File: config.mk
export PLATFORM = sky130hd
export DESIGN_NAME = segment_display_arbiter
export DESIGN_NICKNAME = d
export VERILOG_FILES = /design/src/rtl/segment_display_pkg.sv /design/src/rtl/segment_display_arbiter_bin_to_bcd.sv /design/src/rtl/segment_display_arbiter.sv
export SDC_FILE = /design/constraint.sdc
export NUM_CORES = 1
export LEC_CHECK = 0
export ABC_AREA = 1
export CORE_ASPECT_RATIO = 1.25
export CORE_MARGIN = 2
export CORE_UTILIZATION = 40
export CTS_BUF_LIST = sky130_fd_sc_hd__clkbuf_4 sky130_fd_sc_hd__clkbuf_8
export DETAILED_ROUTE_END_ITERATION = 10
export SYNTH_ARGS = -nofsm -noshare
export SYNTH_HDL_FRONTEND = slang
export SYNTH_HIERARCHICAL = 1
export SYNTH_SLANG_ARGS = --single-unit
File: constraint.sdc
create_clock -name clock_50Mhz -period 2.2 [get_ports clock_50Mhz]
set_input_delay 0.33 -clock clock_50Mhz [delete_from_list [all_inputs] [get_ports clock_50Mhz]]
set_output_delay 0.33 -clock clock_50Mhz [all_outputs]
set_load 0.05 [all_outputs]
File: src/rtl/segment_display_pkg.sv
// Shared types and constants for the segment display arbiter and its BCD converter.
package segment_display_pkg;

    localparam int NUM_DIGITS  = 6;
    localparam int MAX_DISPLAY = 999999;

    typedef logic [3:0] bcd_digit_t;

    typedef enum logic [2:0] {
        IDLE    = 3'd0,
        SELECT  = 3'd1,
        CONVERT = 3'd2,
        SHOW    = 3'd3,
        GAP     = 3'd4
    } state_t;

    function automatic bcd_digit_t dabble_adjust(input bcd_digit_t d);
        return (d >= 4'd5) ? (d + 4'd3) : d;
    endfunction

    // Digit 0 always stays lit so a zero value still shows a single "0".
    function automatic logic [NUM_DIGITS-1:0] leading_zero_mask(input logic [NUM_DIGITS*4-1:0] digits);
        logic [NUM_DIGITS-1:0] mask;
        logic                  seen;
        mask = '0;
        seen = 1'b0;
        for (int i = NUM_DIGITS - 1; i >= 1; i--) begin
            seen    = seen | (digits[i*4 +: 4] != 4'd0);
            mask[i] = ~seen;
        end
        return mask;
    endfunction

endpackage

File: src/rtl/segment_display_arbiter_bin_to_bcd.sv
// Sequential double-dabble converter: one input bit per cycle, done exactly DATA_WIDTH
// cycles after start; result (saturated to 999999) is held until the next start.
module bin_to_bcd_seq
    import segment_display_pkg::*;
#(
    parameter int DATA_WIDTH = 20
) (
    input  logic                    i_clk,
    input  logic                    i_rst_n,
    input  logic                    i_start,
    input  logic [DATA_WIDTH-1:0]   i_value,
    output logic                    o_done,
    output logic [NUM_DIGITS*4-1:0] o_bcd,
    output logic                    o_overflow
);
    localparam int CNT_W = $clog2(DATA_WIDTH + 1);
    localparam int CMP_W = (DATA_WIDTH > 20) ? DATA_WIDTH : 20;
    localparam int BCD_W = NUM_DIGITS * 4;

    logic [DATA_WIDTH-1:0] r_bin;
    logic [BCD_W-1:0]      r_bcd;
    logic [BCD_W-1:0]      w_adj;
    logic [CNT_W-1:0]      r_cnt;
    logic                  r_run;
    logic                  r_sat;
    logic                  r_done;

    // Add-3 correction on every nibble ahead of the shift.
    always_comb begin
        w_adj = r_bcd;
        for (int i = 0; i < NUM_DIGITS; i++) begin
            w_adj[i*4 +: 4] = dabble_adjust(r_bcd[i*4 +: 4]);
        end
    end

    // Load on start, then shift one binary bit into the BCD register per cycle.
    always_ff @(posedge i_clk) begin
        if (!i_rst_n) begin
            r_bin  <= '0;
            r_bcd  <= '0;
            r_cnt  <= '0;
            r_run  <= 1'b0;
            r_sat  <= 1'b0;
            r_done <= 1'b0;
        end else if (i_start) begin
            r_bin  <= i_value;
            r_bcd  <= '0;
            r_cnt  <= CNT_W'(DATA_WIDTH);
            r_run  <= 1'b1;
            r_sat  <= (CMP_W'(i_value) > CMP_W'(MAX_DISPLAY));
            r_done <= 1'b0;
        end else if (r_run) begin
            r_bcd  <= {w_adj[BCD_W-2:0], r_bin[DATA_WIDTH-1]};
            r_bin  <= r_bin << 1;
            r_cnt  <= r_cnt - CNT_W'(1);
            r_run  <= (r_cnt != CNT_W'(1));
            r_done <= (r_cnt == CNT_W'(1));
        end else begin
            r_done <= 1'b0;
        end
    end

    assign o_done     = r_done;
    assign o_overflow = r_sat;
    assign o_bcd      = r_sat ? {NUM_DIGITS{4'd9}} : r_bcd;

endmodule

File: src/rtl/segment_display_arbiter.sv
// Round-robin time-sharing of the six-digit display between requesters, with dwell, refresh
// and blank gap. Build option LEADING_ZERO_BLANK_EN blanks leading zero digits while showing.
module segment_display_arbiter
    import segment_display_pkg::*;
#(
    parameter  int NUM_SOURCES    = 4,
    parameter  int DATA_WIDTH     = 20,
    parameter  int DWELL_CYCLES   = 100000000,
    parameter  int BLANK_CYCLES   = 10000000,
    parameter  int REFRESH_CYCLES = 5000000,
    localparam int SRC_W          = (NUM_SOURCES > 1) ? $clog2(NUM_SOURCES) : 1
) (
    input  logic                                  clock_50Mhz,
    input  logic                                  reset_n,
    input  logic [NUM_SOURCES-1:0]                req_valid,
    input  logic [NUM_SOURCES-1:0][DATA_WIDTH-1:0] req_value,
    output bcd_digit_t [NUM_DIGITS-1:0]           bcd_digits,
    output logic [NUM_DIGITS-1:0]                 digit_blank,
    output logic [SRC_W-1:0]                      active_source,
    output logic                                  overflow,
    output logic                                  busy
);
    localparam int MAX_CYC_A = (DWELL_CYCLES > BLANK_CYCLES) ? DWELL_CYCLES : BLANK_CYCLES;
    localparam int MAX_CYC   = (MAX_CYC_A > REFRESH_CYCLES) ? MAX_CYC_A : REFRESH_CYCLES;
    localparam int CNT_W     = (MAX_CYC > 1) ? $clog2(MAX_CYC) : 1;

    localparam logic [CNT_W-1:0] DWELL_LAST   = CNT_W'(DWELL_CYCLES - 1);
    localparam logic [CNT_W-1:0] BLANK_LAST   = CNT_W'(BLANK_CYCLES - 1);
    localparam logic [CNT_W-1:0] REFRESH_LAST = CNT_W'(REFRESH_CYCLES - 1);

    state_t                   r_state;
    state_t                   w_next_state;
    logic [SRC_W-1:0]         r_cur_src;
    logic [SRC_W-1:0]         r_last_src;
    logic                     r_refresh;
    logic [CNT_W-1:0]         r_timer;
    logic [CNT_W-1:0]         r_dwell;

    logic [SRC_W-1:0]         w_idx;
    logic [SRC_W-1:0]         w_sel_src;
    logic                     w_sel_found;
    logic                     w_cur_valid;
    logic                     w_other_valid;
    logic                     w_dwell_done;
    logic                     w_refresh_tick;
    logic                     w_commit;
    logic                     w_start;
    logic [SRC_W-1:0]         w_start_src;
    logic                     w_conv_done;
    logic                     w_conv_ovf;
    logic [NUM_DIGITS*4-1:0]  w_conv_bcd;
    logic [NUM_DIGITS-1:0]    w_show_blank;

    bin_to_bcd_seq #(
        .DATA_WIDTH (DATA_WIDTH)
    ) u_bin_to_bcd (
        .i_clk      (clock_50Mhz),
        .i_rst_n    (reset_n),
        .i_start    (w_start),
        .i_value    (req_value[w_start_src]),
        .o_done     (w_conv_done),
        .o_bcd      (w_conv_bcd),
        .o_overflow (w_conv_ovf)
    );

    // Round-robin search starting one past the last source shown; lowest offset wins.
    always_comb begin
        w_sel_found = 1'b0;
        w_sel_src   = '0;
        w_idx       = '0;
        for (int k = NUM_SOURCES; k >= 1; k--) begin
            w_idx       = SRC_W'((int'(r_last_src) + k) % NUM_SOURCES);
            w_sel_src   = req_valid[w_idx] ? w_idx : w_sel_src;
            w_sel_found = w_sel_found | req_valid[w_idx];
        end
    end

    assign w_cur_valid    = req_valid[r_cur_src];
    assign w_other_valid  = |(req_valid & ~(NUM_SOURCES'(1'b1) << r_cur_src));
    assign w_dwell_done   = (r_dwell == DWELL_LAST) &&
                            ((r_state == SHOW) || ((r_state == CONVERT) && r_refresh));
    assign w_refresh_tick = (r_state == SHOW) && (r_timer == REFRESH_LAST);
    assign w_commit       = (r_state == CONVERT) && (w_next_state == SHOW);

    // Blanking applied when a fresh conversion is committed to the display.
    always_comb begin
`ifdef LEADING_ZERO_BLANK_EN
        w_show_blank = leading_zero_mask(w_conv_bcd);
`else
        w_show_blank = '0;
`endif
    end

    // Next-state logic; a valid drop outranks dwell expiry, which outranks refresh.
    always_comb begin
        w_next_state = r_state;
        w_start      = 1'b0;
        w_start_src  = r_cur_src;
        case (r_state)
            IDLE: begin
                if (|req_valid) w_next_state = SELECT;
                else            w_next_state = IDLE;
            end
            SELECT: begin
                if (w_sel_found) begin
                    w_next_state = CONVERT;
                    w_start      = 1'b1;
                    w_start_src  = w_sel_src;
                end else begin
                    w_next_state = IDLE;
                end
            end
            CONVERT: begin
                if (!w_cur_valid)      w_next_state = GAP;
                else if (w_dwell_done) w_next_state = w_other_valid ? GAP : SELECT;
                else if (w_conv_done)  w_next_state = SHOW;
                else                   w_next_state = CONVERT;
            end
            SHOW: begin
                if (!w_cur_valid) begin
                    w_next_state = GAP;
                end else if (w_dwell_done) begin
                    w_next_state = w_other_valid ? GAP : SELECT;
                end else if (w_refresh_tick) begin
                    w_next_state = CONVERT;
                    w_start      = 1'b1;
                end else begin
                    w_next_state = SHOW;
                end
            end
            GAP: begin
                if (r_timer == BLANK_LAST) w_next_state = SELECT;
                else                       w_next_state = GAP;
            end
            default: w_next_state = IDLE;
        endcase
    end

    // State register plus source bookkeeping.
    always_ff @(posedge clock_50Mhz) begin
        if (!reset_n) begin
            r_state    <= IDLE;
            r_cur_src  <= '0;
            r_last_src <= SRC_W'(NUM_SOURCES - 1);
            r_refresh  <= 1'b0;
        end else begin
            r_state <= w_next_state;
            if ((r_state == SELECT) && w_sel_found) begin
                r_cur_src  <= w_sel_src;
                r_last_src <= w_sel_src;
                r_refresh  <= 1'b0;
            end else if ((r_state == SHOW) && (w_next_state == CONVERT)) begin
                r_refresh <= 1'b1;
            end else begin
                r_refresh <= r_refresh;
            end
        end
    end

    // Gap/refresh timer restarts on every state change; dwell keeps running through refreshes.
    always_ff @(posedge clock_50Mhz) begin
        if (!reset_n) begin
            r_timer <= '0;
            r_dwell <= '0;
        end else begin
            if ((w_next_state == r_state) && ((r_state == SHOW) || (r_state == GAP))) begin
                r_timer <= r_timer + CNT_W'(1);
            end else begin
                r_timer <= '0;
            end
            if (w_commit && !r_refresh) begin
                r_dwell <= '0;
            end else if (((r_state == SHOW) || ((r_state == CONVERT) && r_refresh)) &&
                         (r_dwell != DWELL_LAST)) begin
                r_dwell <= r_dwell + CNT_W'(1);
            end else begin
                r_dwell <= r_dwell;
            end
        end
    end

    // Display outputs change only on commit, or blank on entry to IDLE/GAP.
    always_ff @(posedge clock_50Mhz) begin
        if (!reset_n) begin
            bcd_digits    <= '0;
            digit_blank   <= '1;
            active_source <= '0;
            overflow      <= 1'b0;
            busy          <= 1'b0;
        end else begin
            busy <= (w_next_state != IDLE);
            if ((w_next_state == IDLE) || (w_next_state == GAP)) begin
                digit_blank <= '1;
            end else if (w_commit) begin
                digit_blank   <= w_show_blank;
                bcd_digits    <= w_conv_bcd;
                overflow      <= w_conv_ovf;
                active_source <= r_cur_src;
            end else begin
                digit_blank <= digit_blank;
            end
        end
    end

endmodule
# ---- After elaboration in Yosys (flattened, before gate mapping)
# Cells that the tools add are included.
dict set report word_totals {
  rom_bits 0
  latch_bits 0
  ramBits 0
  reg_bits 148
  wordCells 145
  mem_count 0
}
dict set report op_classes {
  div_mod_pow 0
  multipliers 0
  n_lt_le_gt_ge 13
  reduce_logical 26
  mux 47
  shifts 1
  eq_ne 14
  bitwise_logic 8
  add_sub_neg 13
}
# cell count
set ops {}
lappend ops {{2-to-1 mux 20 bit} 3}
lappend ops {{adder 27 x 1 -> 27 bit, second input constant} 2}
lappend ops {{binary-select mux 20 bit (select 2 bit)} 1}
lappend ops {{equality test 27 x 23 -> 1 bit, second input constant} 1}
lappend ops {{equality test 27 x 24 -> 1 bit, second input constant} 1}
lappend ops {{equality test 27 bit, second input constant} 1}
lappend ops {{!= test 27 bit, second input constant} 1}
lappend ops {{greater-or-equal comparator 4 x 3 -> 1 bit, second input constant} 6}
lappend ops {{2-to-1 mux 24 bit} 1}
lappend ops {{2-to-1 mux 3 bit} 7}
lappend ops {{adder 4 x 2 -> 4 bit, second input constant} 5}
lappend ops {{> comparator 20 bit, second input constant} 1}
lappend ops {{2-to-1 mux 4 bit} 5}
lappend ops {{less-than comparator 2 x 3 -> 1 bit, second input constant} 6}
lappend ops {{case mux 3 bit (5 select lines)} 1}
lappend ops {{2-to-1 mux 1 bit} 14}
lappend ops {{2-to-1 mux 2 bit} 7}
lappend ops {{equality test 3 x 2 -> 1 bit, second input constant} 4}
lappend ops {{binary-select mux 1 bit (select 2 bit)} 5}
lappend ops {{2-to-1 mux 5 bit} 2}
lappend ops {{logical AND 1 bit} 9}
lappend ops {{OR reduction 2 bit} 4}
lappend ops {{OR reduction 4 bit} 2}
lappend ops {{equality test 3 bit, second input constant} 2}
lappend ops {{other kinds (21)} 31}

# ---- Longest topological paths before layout
# Gate-level depths: netlist of the first run.
dict set report depth {
  depth_word 12
  mapped_depth 20
  mapped_depth_nobuf 19
}

# ---- Cells and area by module
# Netlist of the first run, hierarchy kept.
# module instances area_per_inst_um2 seq_area_each_um2 cells_each
set modules_own_cells {}
lappend modules_own_cells {segment_display_arbiter 1 6336.1 1821.7 1042}
lappend modules_own_cells {bin_to_bcd_seq 1 2845.2 1041.0 421}

# ---- Worst setup path after synthesis of the first run
# Ideal clock, no wire load.
dict set report synth_path {
  kind {register to register}
  start {reg r_last_src[0]}
  end {reg u_bin_to_bcd.r_sat, in the netlist u_bin_to_bcd/o_overflow}
  synth_period_minus_slack_ns 2.109
  required_time_ns 2.088
  slack_ns 0.091
  arrival_time_ns 1.997
  stages_incl_launch_ff 20
  path_buffers 2
  cell_sequence {dfxtp_1 > buf_2 > nand2_1 > o21ai_0 > nand2_1 > nand2_1 > nand2_1 > nand4_1 > nand3_2 > nand2_1 > buf_2 > nand2_1 > nand3_1 > nand2_1 > nor2_1 > nand2_1 > nor3_1 > nand2_1 > nand2_1 > nand2_1}
}
dict set report synth_via {
  elab_chain_len 12
  word_cells_on_any_way 26
}
# element line
set synth_rtl {}
lappend synth_rtl {{start, declared} segment_display_arbiter.sv:34} ;# logic [SRC_W-1:0] r_last_src;
lappend synth_rtl {{start signal, assigned} segment_display_arbiter.sv:144} ;# r_last_src <= SRC_W'(NUM_SOURCES - 1);
lappend synth_rtl {{start signal, assigned} segment_display_arbiter.sv:150} ;# r_last_src <= w_sel_src;
lappend synth_rtl {{adder 2 x 1 -> 2 bit} segment_display_arbiter.sv:72} ;# w_idx = SRC_W'((int'(r_last_src) + k) % NUM_SOURCES);
lappend synth_rtl {{binary-select mux 1 bit (select 2 bit)} {segment_display_arbiter.sv:73, segment_display_arbiter.sv:74}}
lappend synth_rtl {{2-to-1 mux 1 bit (not written as such)} {segment_display_arbiter.sv:73, segment_display_arbiter.sv:74}}
lappend synth_rtl {{2-to-1 mux 2 bit (4 in a row)} segment_display_arbiter.sv:73} ;# w_sel_src = req_valid[w_idx] ? w_idx : w_sel_src;
lappend synth_rtl {{2-to-1 mux 2 bit} segment_display_arbiter.sv:105} ;# if (w_sel_found) begin
lappend synth_rtl {{2-to-1 mux 2 bit} segment_display_arbiter.sv:99} ;# case (r_state)
lappend synth_rtl {{binary-select mux 20 bit (select 2 bit)} segment_display_arbiter.sv:60} ;# .i_value (req_value[w_start_src]),
lappend synth_rtl {{2-to-1 mux 20 bit (not written as such)} segment_display_arbiter.sv:60}
lappend synth_rtl {{> comparator 20 bit} segment_display_arbiter_bin_to_bcd.sv:50} ;# r_sat <= (CMP_W'(i_value) > CMP_W'(MAX_DISPLAY));
lappend synth_rtl {{end signal, assigned} segment_display_arbiter_bin_to_bcd.sv:50}
lappend synth_rtl {{end, declared} segment_display_arbiter_bin_to_bcd.sv:25} ;# logic r_sat;
# Several ways; a longest one is shown, not always the timed one. The select of a mux whose other input is x is not followed.
# A chain may end at the register's enable or synchronous reset.

# ---- Worst setup path after layout of the first run
# Same ends and word-level chain as after synthesis.

==> summary.txt, run 1 <==
Outcome
  • Status: finished with violations
  • Failing checks: setup timing

Route
  • Number of routed nets with antenna violations: 0
  • DRC viols: 0
  • DR vias: 9570
  • WL/cell: 13.67 µm
  • TritonRoute pass-1 iters: 6
  • Via density: 4.908
  • Routed WL: 26670 µm
  • Number of DRC markers in iteration 0: 535

Cells and area
  • FILL cells: 2260
  • Proportion of layout cells with a drive suffix above 1: 17.33%
  • Final net count: 1751
  • ANT cells: 0
  • Layout Cells excl Fill: 1950
  • Most frequent cells in the layout: 310 x nand2_1, 253 x inv_1, 186 x nor2_1
  • Util after Layout: 54.78%
  • P&R area growth vs syn: 35.62%
  • Commonest non-fill, non-tap cell in the layout: nand2_1

Critical path
  • Crit. End Element: flip-flop
  • Reg2reg path depth: 17
  • Max FO, Critical Path: 8
  • Critical path arrival: 2.68 ns
  • Startpoint types: flip-flop
  • Kind of critical path: reg2reg
  • Worst Path Required: 2.56 ns

Clocking
  • Clk sink count: 143
  • CTS HTree Levels: 4
  • Worst-Skew Late Latency: 0.46 ns
  • Number of CTS-inserted buffers: 17
  • Clock transition at the registers of the reported paths: 0.08 ns
  • Cts hold-fix bufs: 0
  • Root Buffer: clkbuf_8
  • CTS tree: yes
  • Max clock buf depth: 2

Timing
  • TNS Setup: -0.4888 ns
  • Max-slew violation count: 0
  • Rel. slew slack: 63.05%
  • Final Hold Viols: 0
  • Slew @ Worst Pin: 0.5525 ns
  • Final Setup Violations: 13
  • Final Skew: 0.01555 ns
  • Fmax: 430.3 MHz
  • Hold WS: 0.2652 ns
  • Final worst setup slack: -0.1242 ns
  • Final period util: 105.6%
  • Final min period: 2.324 ns
  • RSZ-0062 raised after global routing: yes

Yosys
  • Register area share after synthesis: 31.18%
  • Syn_nets: 1565
  • Count of mapped cells out of synthesis: 1463
  • Avg Synthesized Cell Area: 6.276 µm²
  • #FFs+latches synth: 143
  • Post-synth cell types: 39
  • Synthesized cell area: 0.009181 mm²
  • Yosys Warn Count: 6

Floorplan
  • Die H: 173.4 µm
  • Initial core utilization: 40.39%
  • Core ar.: 0.02273 mm²
  • FP Rows: 62
  • Die ar.: 0.02419 mm²
  • Die W: 139.5 µm
  • IO Count: 120

Place
  • DPL Wire Length: 18550 µm
  • GP Congestion: 0.9002
  • Pre-CTS setup slack: -0.5130 ns
  • I/O Buffers: 119
  • Placed Cells incl. Taps: 1889

Global routing
  • Initial antenna violation count: 0
  • First-pass GRT wire length: 42540 µm
  • Largest net degree at the start of global routing: 43
  • Vias in the first global route: 9260
  • Global router's overall resource usage: 21.18%
  • Total congestion overflow: 0

Worst hold path
  • Hold Path Cell Cnt: 3
  • Hold Crit Class: in2reg

Run
  • Max Cap Viol: 0

Pwr
  • Max IR drop VDD: 0.0004345 V
  • P_leak: 5.286 nW
  • Pwr Density: 856.0 mW/mm²
flip-flops by register name (all words and copies together) (netlist names):
name and cells:
u_bin_to_bcd/o_overflow 1, digit_blank 1, bcd_digits 24, r_timer 27, busy 1, u_bin_to_bcd/o_done 1
u_bin_to_bcd/r_bin 20, active_source 2, u_bin_to_bcd/r_bcd 24, u_bin_to_bcd/r_cnt 5, r_cur_src 2, r_refresh 1
r_state 3, u_bin_to_bcd/r_run 1, overflow 1, r_dwell 27, r_last_src 2
metrics by stage:
| step | power, mW | cell area, µm² |
|---|---|---|
| floorplan | 5.780 | 9181 |
| finish | 10.66 | 12450 |
| global route | 11.34 | 12450 |
| CTS | 9.538 | 11660 |
| detailed placement | 7.124 | 11110 |
| global placement | 7.086 | 11110 |
routing by layer:
layer  global-route usage, %  part of all wire [%]  vias to the layer above
li1                        -                     -                     4941
met1                   23.58                    41                     4378
met5                       0                     0                        -
met3                   3.232                   2.9                       61
met2                   40.38                    53                      190
met4                   7.449                   3.0                        0
where the power goes:
| part | internal (mW) | total (mW) | switching [mW] |
|---|---|---|---|
| Sequential | 2.90 | 3.14 | 0.234 |
| Combinational | 2.42 | 5.41 | 2.98 |
| Clock | 1.03 | 2.12 | 1.08 |
area by class of cell:
type,instances,area [µm²],area share (%)
repair buffers,232,2457,19.73
clock buffers,19,249.0,2.000
well taps,288,360.3,2.894
multi-input cells,993,5386,43.26
inverters,262,988.4,7.938
clock inverters,13,137.6,1.105
flip-flops and latches,143,2873,23.07
Yosys cell counts (all sizes together):
| cell type | count | area, µm² |
|---|---|---|
| a31oi | 1 | 6.260 |
| nor3b | 2 | 15.01 |
| nand2 | 355 | 1365 |
| inv | 262 | 983.4 |
| o21ai | 34 | 170.2 |
| o31ai | 2 | 15.01 |
| ha | 16 | 200.2 |
| clkbuf | 11 | 41.29 |
| o21a | 1 | 7.510 |
| a211oi | 1 | 12.51 |
| buf | 54 | 359.1 |
| nor3 | 45 | 235.2 |
| o221ai | 16 | 140.1 |
| dfxtp | 143 | 2863 |
| xor2 | 38 | 332.8 |
| o211ai | 5 | 37.54 |
| and3 | 1 | 6.260 |
| nand4 | 20 | 125.1 |
| nand3b | 21 | 157.7 |
| nor4 | 6 | 37.54 |
| nand3 | 149 | 815.8 |
| nor2 | 196 | 767.0 |
| xnor2 | 10 | 87.58 |
| a21boi | 3 | 33.78 |
| a21oi | 71 | 366.6 |
worst paths after layout:
kind	startpoint	endpoint	slack [ns]
worst max-delay path	r_last_src[0]$_SDFFE_PN1P_	u_bin_to_bcd/o_overflow$_SDFFE_PN0P_	-0.12
worst min-delay path	reset_n	active_source[0]$_SDFFE_PN0P_	0.27
worst max register to register	r_last_src[0]$_SDFFE_PN1P_	u_bin_to_bcd/o_overflow$_SDFFE_PN0P_	-0.12
worst min register to register	r_timer[0]$_SDFF_PN0_	r_timer[0]$_SDFF_PN0_	0.45
critical path, stage by stage, from the launching register on:
cell and delay (ns):
dfxtp_4 0.39, buf_8 0.15, o21ai_4 0.16, nand2_2 0.09
buf_4 0.14, buf_4 0.12, o211ai_1 0.08, nand2_1 0.09
nand3_2 0.09, nand2_4 0.10, buf_12 0.16, buf_4 0.14
nand3_2 0.07, nand2_2 0.07, nor3_2 0.17, nand2_1 0.08
nand2_1 0.07, nand2_1 0.04
cell families (layout without fill, tap and decap cells):
| group | count (synthesis) | after routing | synth area share [%] |
|---|---|---|---|
| xor gates and xnor gates | 48 | 48 | 4.579 |
| DFF | 143 | 143 | 31.18 |
| and+or+nand+nor | 795 | 795 | 38.39 |
| AOI/OAI and AO/OA | 134 | 134 | 8.599 |
| adders and majority gates | 16 | 16 | 2.180 |
| buffers and inverters | 327 | 526 | 15.07 |
what timing repair did:
item	CTS	global route
pin swaps	15	52
cloned	3	9
resized for setup	18	128
setup buffers	5	14
endpoints found under the setup margin	17	127
No activity file was read; power rests on OpenSTA's default activity.
==> run 2, diff against run 1 <==
- DONT_BUFFER_PORTS: not set -> 1
- PLACE_DENSITY: not set -> 0.62
==> run 2 against run 1 <==
- the run still ends with setup timing left
- first-iteration DRC count down 29%
- combinational power down 23%
- critical path type unchanged
- largest cell class unchanged
- sequential share of layout area up 3.6 points
- critical endpoint unchanged
- core utilization down 7.4 points
==> summary.txt, run 2 (synthesized netlist as in run 1, its figures left out) <==
Pwr
  • Tot Pwr: 9.620 mW
  • Net switching power: 4.032 mW
  • Max IR drop VDD: 0.0004821 V
  • Sw Share: 41.91%
  • P_leak: 4.580 nW
  • Combinational Power Share: 43.0%
  • Internal Power: 5.588 mW
  • Pwr Density: 892.4 mW/mm²
  • Seq pwr share: 35.1%
  • Clock network fraction of design power: 21.9%

Route
  • Routed WL: 23820 µm
  • Wl on met1: 10050 µm
  • DR vias: 8991
  • Number of routed nets with antenna violations: 0
  • TritonRoute pass-1 iters: 5
  • Via density: 5.003
  • DRC viols: 0
  • Met2 routed WL: 12320 µm
  • Number of DRC markers in iteration 0: 382
  • WL/cell: 13.25 µm
  • Top sig layer: met4
  • Met3 routed WL: 670 µm

Global routing
  • First-pass GRT wire length: 39100 µm
  • Vias in the first global route: 8656
  • Largest net degree at the start of global routing: 55
  • Global router's overall resource usage: 19.16%
  • Total congestion overflow: 0
  • Initial antenna violation count: 0

Cells and area
  • Multi-input gate area: 0.005254 mm²
  • Top flop regs: r_dwell (27), r_timer (27)
  • Most frequent cells in the layout: 322 x nand2_1, 254 x inv_1, 187 x nor2_1
  • FILL cells: 2356
  • Sequential Area: 0.002875 mm²
  • Proportion of layout cells with a drive suffix above 1: 14.71%
  • Final net count: 1598
  • ANT cells: 0
  • P&R area growth vs syn: 17.42%
  • Post-Layout Inst Area: 0.01078 mm²
  • Commonest non-fill, non-tap cell in the layout: nand2_1

Critical path
  • Worst Path Required: 2.60 ns
  • Max FO, Critical Path: 8
  • Kind of critical path: reg2reg
  • Critical path arrival: 2.67 ns
  • Startpoint types: flip-flop
  • Worst reg2reg setup slack: -0.07 ns
  • Crit. End Element: flip-flop

Worst hold path
  • Hold Crit Class: in2reg

Timing
  • Rel. slew slack: 41.71%
  • Slew @ Worst Pin: 0.8743 ns
  • Final min period: 2.274 ns
  • Final worst setup slack: -0.07426 ns
  • Final Setup Violations: 9
  • Final Skew: 0.02182 ns
  • Fmax: 439.7 MHz
  • RSZ-0062 raised after global routing: yes
  • Max-slew violation count: 0
  • Final Hold Viols: 0
  • Final period util: 103.4%

Floorplan
  • Core ar.: 0.02273 mm²
  • IO Count: 120
  • FP Rows: 62
  • Die ar.: 0.02419 mm²
  • Die W: 139.5 µm
  • Initial core utilization: 40.39%
  • Die H: 173.4 µm

Clocking
  • Max clock buf depth: 2
  • CTS tree: yes
  • CTS HTree Levels: 4
  • Number of CTS-inserted buffers: 17
  • Clock transition at the registers of the reported paths: 0.09 ns
  • Clk sink count: 143
  • Root Buffer: clkbuf_8
  • Worst-Skew Late Latency: 0.46 ns

Outcome
  • Failing checks: setup timing
  • Status: finished with violations

Place
  • Placed Area: 0.009709 mm²
  • DPL Wire Length: 16700 µm
  • I/O Buffers: 0
  • GP Congestion: 0.8724

Run
  • Max Cap Viol: 0
[run 2: path summary, 6_finish.rpt]
check                                               to  cells past startpoint                  startpoint
setup / recovery  u_bin_to_bcd/o_overflow$_SDFFE_PN0P_                     17  r_last_src[0]$_SDFFE_PN1P_
hold / removal             bcd_digits[20]$_SDFFE_PN0P_                      2                     reset_n
setup reg to reg  u_bin_to_bcd/o_overflow$_SDFFE_PN0P_                     17  r_last_src[0]$_SDFFE_PN1P_
hold reg to reg                  r_timer[0]$_SDFF_PN0_                      1       r_timer[0]$_SDFF_PN0_
[run 2: repair_timing]
action                                 in CTS  in global routing
cloned                                      1                  6
pin swaps                                   0                 25
resized for setup                           5                 84
buffers inserted                            0                 13
endpoints found under the hold margin      46                  2
setup endpoints to repair                  19                110
hold buffers                                2                  1
[run 2: power by group through the flow]
stage | Combinational, mW | Sequential, mW | Clock [mW]
2_1_floorplan | 2.46 | 3.32 | 0
3_3_place_gp | 3.19 | 3.41 | 0
3_5_place_dp | 3.23 | 3.41 | 0
4_1_cts | 3.36 | 3.36 | 2.17
5_1_grt | 4.57 | 3.42 | 2.27
6_report | 4.14 | 3.38 | 2.10
[run 2: area by class of cell]
type                            instances  share of cell area (%)
Clock inverter                         14                   1.370
Sequential cell                       143                   26.67
Clock buffer                           18                   2.298
Inverter                              262                   9.123
Tap cell                              288                   3.343
Timing Repair Buffer                   79                   8.461
Multi-Input combinational cell        993                   48.74
[run 2: stage by stage]
step                      setup WS [ns]  utilization (%)  TNS (ns)  hold slack (ns)  std cells
after floorplan                 0.09106                -         0           0.4176       1463
after global placement         -0.05239            42.72  -0.05239           0.4334       1742
after detailed placement        -0.1104            42.72   -0.6136           0.4390       1742
after CTS                      0.009485            44.81         0        0.0001283       1777
after global routing            -0.2253            47.43    -2.548          0.01537       1797
final                          -0.07426            47.43   -0.4132          0.02879       1797
[run 2: layer usage]
layer,up-vias,GRT usage (%)
met5,-,0
met4,0,7.786
met3,60,3.315
met2,145,35.46
met1,4152,21.58
li1,4634,-
[run 2: worst max-delay path, stage by stage, from the launching register on]
cell	delay, ns
dfxtp_4	0.37
buf_12	0.13
xor2_2	0.17
nand2_1	0.10
nand2_2	0.06
nand2_2	0.09
nand3_2	0.07
nand2_2	0.09
nand3_4	0.14
buf_12	0.18
clkbuf_16	0.15
nand3_1	0.08
nand3_2	0.09
nand2_2	0.10
nand3_2	0.08
nor3_2	0.17
nand2_1	0.08
nand2_1	0.06
